[src/rtl/cache_mem_arbiter_pkg.sv]
// Shared constants, state encodings and sizing helpers for the cache/memory arbiter.
package cache_mem_arbiter_pkg;

  localparam int WORD_W          = 32;
  localparam int DEF_LINE_WORDS  = 4;
  localparam int DEF_LINE_BITS   = WORD_W * DEF_LINE_WORDS;
  localparam int BYTES_PER_WORD  = WORD_W / 8;

  typedef enum logic [2:0] {
    IDLE    = 3'd0,
    RD_ADDR = 3'd1,
    RD_DATA = 3'd2,
    RD_RESP = 3'd3,
    WR_ADDR = 3'd4,
    WR_DATA = 3'd5
  } arb_state_e;

  // Which cache a read burst belongs to; also the encoding of last_rd_grant.
  typedef enum logic {
    REQ_I = 1'b0,
    REQ_D = 1'b1
  } rd_id_e;

  // Width of a beat counter that indexes every word of a line.
  function automatic int cnt_width(input int words);
    return (words > 1) ? $clog2(words) : 1;
  endfunction

  // Number of byte-offset bits inside one cache line.
  function automatic int offset_width(input int words);
    return $clog2(words * BYTES_PER_WORD);
  endfunction

endpackage

[src/rtl/cache_mem_arbiter_line_buffer.sv]
// Line buffer for the arbiter: word-wise fill for refills, whole-line load for
// writeback capture, and a word read mux for streaming beats out.
module mem_line_buffer #(
  parameter int LINE_WORDS = 4,
  parameter int WORD_W     = 32,
  parameter int IDX_W      = 2
) (
  input  logic                         clk,
  input  logic                         rst,
  input  logic                         fill_en,
  input  logic [IDX_W-1:0]             fill_idx,
  input  logic [WORD_W-1:0]            fill_word,
  input  logic                         load_en,
  input  logic [LINE_WORDS*WORD_W-1:0] load_line,
  input  logic [IDX_W-1:0]             rd_idx,
  output logic [LINE_WORDS*WORD_W-1:0] line,
  output logic [WORD_W-1:0]            rd_word
);

  logic [LINE_WORDS-1:0][WORD_W-1:0] words_q;

  // Whole-line capture wins over a word fill; the two never coincide in practice.
  always_ff @(posedge clk) begin
    if (rst) begin
      words_q <= '0;
    end else if (load_en) begin
      words_q <= load_line;
    end else if (fill_en) begin
      words_q[fill_idx] <= fill_word;
    end
  end

  assign line    = words_q;
  assign rd_word = words_q[rd_idx];

endmodule

[src/rtl/cache_mem_arbiter.sv]
// Shares one word-serial memory port between ICache refill, DCache refill and
// DCache writeback. Writebacks win outright; reads alternate between I and D.
module cache_mem_arbiter
  import cache_mem_arbiter_pkg::*;
#(
  parameter int LINE_WORDS = DEF_LINE_WORDS,
  parameter int ADDR_W     = WORD_W,
  parameter int LINE_BITS  = WORD_W * LINE_WORDS
) (
  input  logic                 clk,
  input  logic                 rst,
  input  logic                 i_rd_req,
  input  logic [ADDR_W-1:0]    i_rd_addr,
  output logic                 i_rd_ready,
  output logic [LINE_BITS-1:0] i_rd_line,
  input  logic                 d_rd_req,
  input  logic [ADDR_W-1:0]    d_rd_addr,
  output logic                 d_rd_ready,
  output logic [LINE_BITS-1:0] d_rd_line,
  input  logic                 d_wr_req,
  input  logic [ADDR_W-1:0]    d_wr_addr,
  input  logic [LINE_BITS-1:0] d_wr_line,
  output logic                 d_wr_ack,
  output logic                 mem_rd_req,
  output logic [ADDR_W-1:0]    mem_rd_addr,
  input  logic                 mem_rd_rdy,
  input  logic                 mem_ret_valid,
  input  logic                 mem_ret_last,
  input  logic [WORD_W-1:0]    mem_ret_data,
  output logic                 mem_wr_req,
  output logic [ADDR_W-1:0]    mem_wr_addr,
  input  logic                 mem_wr_rdy,
  output logic                 mem_wr_data_valid,
  output logic [WORD_W-1:0]    mem_wr_data,
  output logic                 mem_wr_last,
  input  logic                 mem_wr_data_rdy
);

  localparam int                 CNT_W      = cnt_width(LINE_WORDS);
  localparam int                 OFFSET_W   = offset_width(LINE_WORDS);
  localparam logic [CNT_W-1:0]   LAST_IDX   = CNT_W'(LINE_WORDS - 1);
  localparam logic [ADDR_W-1:0]  ALIGN_MASK = ~(ADDR_W'((1 << OFFSET_W) - 1));

  arb_state_e          state;
  logic [CNT_W-1:0]    cnt;
  rd_id_e              last_rd_grant;
  rd_id_e              rd_id;
  logic [ADDR_W-1:0]   addr_q;

  logic                grant_wr;
  logic                grant_i;
  logic                grant_d;
  logic                fill_en;
  logic [LINE_BITS-1:0] line;
  logic [WORD_W-1:0]   beat_word;

  // Arbitration: writeback first so a dirty victim always reaches memory before
  // any refill; between reads, a lone requester wins, a tie goes to whoever was
  // not served last.
  always_comb begin
    grant_wr = 1'b0;
    grant_i  = 1'b0;
    grant_d  = 1'b0;
    if (state == IDLE) begin
      if (d_wr_req) begin
        grant_wr = 1'b1;
      end else if (i_rd_req && (!d_rd_req || last_rd_grant == REQ_D)) begin
        grant_i = 1'b1;
      end else if (d_rd_req) begin
        grant_d = 1'b1;
      end
    end
  end

  // Main sequencer: latches the granted request and walks the memory handshake.
  always_ff @(posedge clk) begin
    if (rst) begin
      state         <= IDLE;
      cnt           <= '0;
      last_rd_grant <= REQ_D;
      rd_id         <= REQ_I;
      addr_q        <= '0;
    end else begin
      unique case (state)
        IDLE: begin
          if (grant_wr) begin
            addr_q <= d_wr_addr & ALIGN_MASK;
            state  <= WR_ADDR;
          end else if (grant_i) begin
            addr_q        <= i_rd_addr & ALIGN_MASK;
            rd_id         <= REQ_I;
            last_rd_grant <= REQ_I;
            state         <= RD_ADDR;
          end else if (grant_d) begin
            addr_q        <= d_rd_addr & ALIGN_MASK;
            rd_id         <= REQ_D;
            last_rd_grant <= REQ_D;
            state         <= RD_ADDR;
          end
        end
        RD_ADDR: begin
          if (mem_rd_rdy) begin
            cnt   <= '0;
            state <= RD_DATA;
          end
        end
        RD_DATA: begin
          if (mem_ret_valid) begin
            if (mem_ret_last || cnt == LAST_IDX) begin
              cnt   <= '0;
              state <= RD_RESP;
            end else begin
              cnt <= cnt + 1'b1;
            end
          end
        end
        RD_RESP: begin
          state <= IDLE;
        end
        WR_ADDR: begin
          if (mem_wr_rdy) begin
            cnt   <= '0;
            state <= WR_DATA;
          end
        end
        WR_DATA: begin
          if (mem_wr_data_rdy) begin
            if (cnt == LAST_IDX) begin
              cnt   <= '0;
              state <= IDLE;
            end else begin
              cnt <= cnt + 1'b1;
            end
          end
        end
        default: begin
          state <= IDLE;
        end
      endcase
    end
  end

  assign fill_en = (state == RD_DATA) && mem_ret_valid;

  mem_line_buffer #(
    .LINE_WORDS (LINE_WORDS),
    .WORD_W     (WORD_W),
    .IDX_W      (CNT_W)
  ) u_line_buffer (
    .clk       (clk),
    .rst       (rst),
    .fill_en   (fill_en),
    .fill_idx  (cnt),
    .fill_word (mem_ret_data),
    .load_en   (grant_wr),
    .load_line (d_wr_line),
    .rd_idx    (cnt),
    .line      (line),
    .rd_word   (beat_word)
  );

  assign i_rd_ready = (state == RD_RESP) && (rd_id == REQ_I);
  assign d_rd_ready = (state == RD_RESP) && (rd_id == REQ_D);
  assign i_rd_line  = line;
  assign d_rd_line  = line;
  assign d_wr_ack   = grant_wr;

  assign mem_rd_req        = (state == RD_ADDR);
  assign mem_rd_addr       = mem_rd_req ? addr_q : '0;
  assign mem_wr_req        = (state == WR_ADDR);
  assign mem_wr_addr       = mem_wr_req ? addr_q : '0;
  assign mem_wr_data_valid = (state == WR_DATA);
  assign mem_wr_data       = mem_wr_data_valid ? beat_word : '0;
  assign mem_wr_last       = mem_wr_data_valid && (cnt == LAST_IDX);

endmodule
[config.mk]
export PLATFORM = sky130hd
export DESIGN_NAME = cache_mem_arbiter
export DESIGN_NICKNAME = d
export VERILOG_FILES = /design/src/rtl/cache_mem_arbiter_pkg.sv /design/src/rtl/cache_mem_arbiter_line_buffer.sv /design/src/rtl/cache_mem_arbiter.sv
export SDC_FILE = /design/constraint.sdc
export NUM_CORES = 1
export LEC_CHECK = 0
export ABC_AREA = 1
export CORE_AREA = 2 2 241 243
export DETAILED_ROUTE_END_ITERATION = 16
export DIE_AREA = 0 0 243 245
export GPL_ROUTABILITY_DRIVEN = 0
export PLACE_DENSITY = 0.46
export SLEW_MARGIN = 20
export SYNTH_ARGS = -nofsm -noshare
export SYNTH_HDL_FRONTEND = slang
export SYNTH_SLANG_ARGS = --single-unit
[constraint.sdc]
create_clock -name clk -period 2.25 [get_ports clk]
set_clock_uncertainty 0.1 [all_clocks]
set_input_delay 0.5625 -clock clk [delete_from_list [all_inputs] [get_ports clk]]
set_output_delay 0.5625 -clock clk [all_outputs]
set_load 0.05 [all_outputs]
==> metrics.md, run 1 <==
| Metric | Value |
|---|---|
| Status | finished, violations left |
| Failing checks | negative setup slack |
| Slew headroom | 0.6625 |
| Largest family of logic cells by synthesized area | simple AND/OR/NAND/NOR gates |
| Via count | 14.76k |
| Post-synthesis mux area share | 0 |
| Die Y-Extent | 245 um |
| Synth Register Bits | 163 |
| # Max-Cap Violations | 0 |
| Setup TNS Final | -25.16 ns |
| # DRC | 0 |
| Reg clk slew, reported paths | 0.08 ns |
| Slew Viols, Final | 0 |
| Crit path max fanout | 5 |
| Most common cell after layout, fill and taps aside | nand2_1 |
| Total die area | 59540 um^2 |
| Final setup violation count | 202 |
| Vias in the first global route | around 14k |
| TritonCTS Sinks | ~160 |
| Required @ worst endpoint | 1.59 ns |
| Period utilization | 1.160 |
| Power per cell area | 1353 nW/um^2 |
| RSZ-0062 raised after global routing | true |
| CP Capture Type | output port |
| PortBufs | 604 |
| Site Rows | 88 |
| Filler cells | 5977 |
| Nets | 2772 |
| Synth Area in Compound Gates | 0.1787 |
| Post-Syn Area | around 11000 um^2 |
| Avg Cell Area, Syn | 5.843 um^2 |
| TritonCTS Buffers | 17 |
| Overflow after GRT | 0 |
| FMAX | around 0.38 GHz |
| Post-Synth XOR/XNOR Area | 0 |
| GRT Total Usage | 0.2131 |
| Post-Synthesis Cells | around 1.9k |
| Worst Hold Class | reg2reg |
| CP Class | reg2out |
| Count of cell types in the netlist | 30 |
| Num ports | approximately 630 |
| Most frequent cells in the layout | nand2_1, nor2_1, clkdlybuf4s50_1 |
| Final min period | 2.611 ns |
| Worst setup margin | -0.3608 ns |
| Peak VDD IR | 0.0008397 V |
| First-pass GRT wire length | ~93000 um |
| Chip Width | 243 um |
| Yosys Warn Count | 0 |
| Drt pass-1 iters | 7 |
| Core area | 57030 um^2 |
| Post-Synth Adder-Cell Area | 0.004445 |
| Post-detail-place hpwl | just under 50000 um |
| Pin count of the biggest net entering global routing | 66 |
| Type of origin of the critical path | flip-flop |
| Vias/cell | 4.494 |
| Starting DRT DRC Count | 1017 |
| CTS tree | yes |
| Least-Margin Pin Slew | 0.5082 ns |
| Sequential-to-total area share from yosys stat | 0.2898 |
| Detail Route Antenna Nets | 0 |
| Crit path DAT | slightly below 2 ns |
| CTS Hold Bufs | 0 |
| Fin. Hold Viols | 0 |
| Layout Area Growth over Synthesis | 98.40% |
| Initial Utilization | 0.1974 |
| Clock Latency Late Sink | 0.51 ns |
| Number of H-tree levels | 4 |
| Routed wire per std cell | around 22 um |
| Post-Place Worst Slack | -0.1823 ns |
| Root buffer cell | clkbuf_16 |
| Layout cell share with drive strength beyond 1 | 0.3034 |
| Synth Area in Simple Gates | 0.3285 |
| Initial antenna violation count | 10 |
| Clk buf depth | 2 |
| Leak pwr | 0.009853 uW |
| Routed WL | around 71000 um |
==> metrics by stage <==
stage | total power, uW | hold WS (ns) | std cells | area, um^2 | util
after floorplan | 16930 | 0.3236 | 1934 | 11730 | -
after global placement | 23260 | 0.3380 | 3145 | 18740 | 0.3285
after detailed placement | 23310 | 0.3402 | 3145 | 18740 | 0.3285
after CTS | 27170 | 0.3590 | 3201 | 20060 | 0.3518
after global routing | 31680 | 0.4030 | 3281 | 22330 | 0.3915
final | 30230 | 0.3548 | 3285 | 22340 | 0.3917
==> cells by family after synthesis <==
group	after synthesis
AND/OR/NAND/NOR	959
other	1
flip-flops	163
AO/OA/AOI/OAI	390
buffers and inverters	410
adder cells (fa/ha/maj)	4
==> report_power, final <==
| group | leakage (uW) | switching, uW | internal, uW | total (uW) |
|---|---|---|---|---|
| Clock | 0.000294 | 1480 | 1760 | 3230 |
| Sequential | 0.00135 | 1190 | 3880 | 5070 |
| Combinational | 0.00821 | 14000 | 7940 | 21900 |
==> worst paths after layout <==
kind,end,slack (ns),cells past startpoint,startpoint
max,mem_wr_data[23],-0.36,8,cnt[0]
min,last_rd_grant,0.35,2,last_rd_grant
max reg2reg,u_line_buffer.line[73],-0.13,15,state[0]
min reg2reg,last_rd_grant,0.35,2,last_rd_grant
==> synthesized netlist by cell type (all sizes together) <==
cell / n / share of area
conb: 1 / 0.00033
ha: 4 / 0.0044
and2: 1 / 0.00056
nand3b: 1 / 0.00067
nand2: 390 / 0.13
nand4: 3 / 0.0017
clkbuf: 70 / 0.024
buf: 202 / 0.13
dfxtp: 163 / 0.29
nand3: 38 / 0.017
inv: 137 / 0.046
or2: 1 / 0.00056
nor2: 525 / 0.18
o21ai: 323 / 0.15
clkinv: 1 / 0.00033
a21oi: 67 / 0.032
==> flip-flops by register name, indices dropped and copies added, names as in the netlist <==
name	cells
last_rd_grant	1
u_line_buffer.line	128
addr_q	28
cnt	2
rd_id	1
state	3
==> timing repair <==
item | in CTS | in global routing
cloned | 6 | 39
pin swaps | 19 | 97
resized for setup | 353 | 334
endpoints found under the setup margin | 249 | 197
setup buffers | 20 | 48
==> area by class of cell <==
cell class              count  area [um^2]  area share
repair buffers            821         9565      0.4282
multi-input cells        1361         7363      0.3296
flip-flops and latches    163         3279      0.1468
well taps                 765        957.2     0.04285
inverters                 138        555.5     0.02487
clock buffers              22        484.2     0.02168
clock inverters            10        121.4    0.005433
diodes                      5        12.51   0.0005601
==> worst max-delay path, cell delays in order, from the launching register on <==
cell and delay (ns):
dfxtp_4 0.40, buf_12 0.15, clkbuf_16 0.16, buf_12 0.14
nor2_4 0.03, nor2_2 0.14, o21ai_2 0.09, a21oi_4 0.17
buf_12 0.15
==> layer usage <==
layer / up-vias / routed length (um) / GRT usage
met3: 85 / 5391 / 0.05478
met5: - / 76 / 0
met4: 12 / 1670 / 0.07055
li1: 7042 / - / -
met1: 6939 / 27750 / 0.2446
met2: 684 / 35990 / 0.3834
No activity file was read; power rests on OpenSTA's default activity.
==> inputs of run 2 (changes only) <==
CTS_CLUSTER_SIZE = 12   (was default)
==> results of run 2 <==
Same layout as run 1: the final DEF is identical, and so are final timing and power.
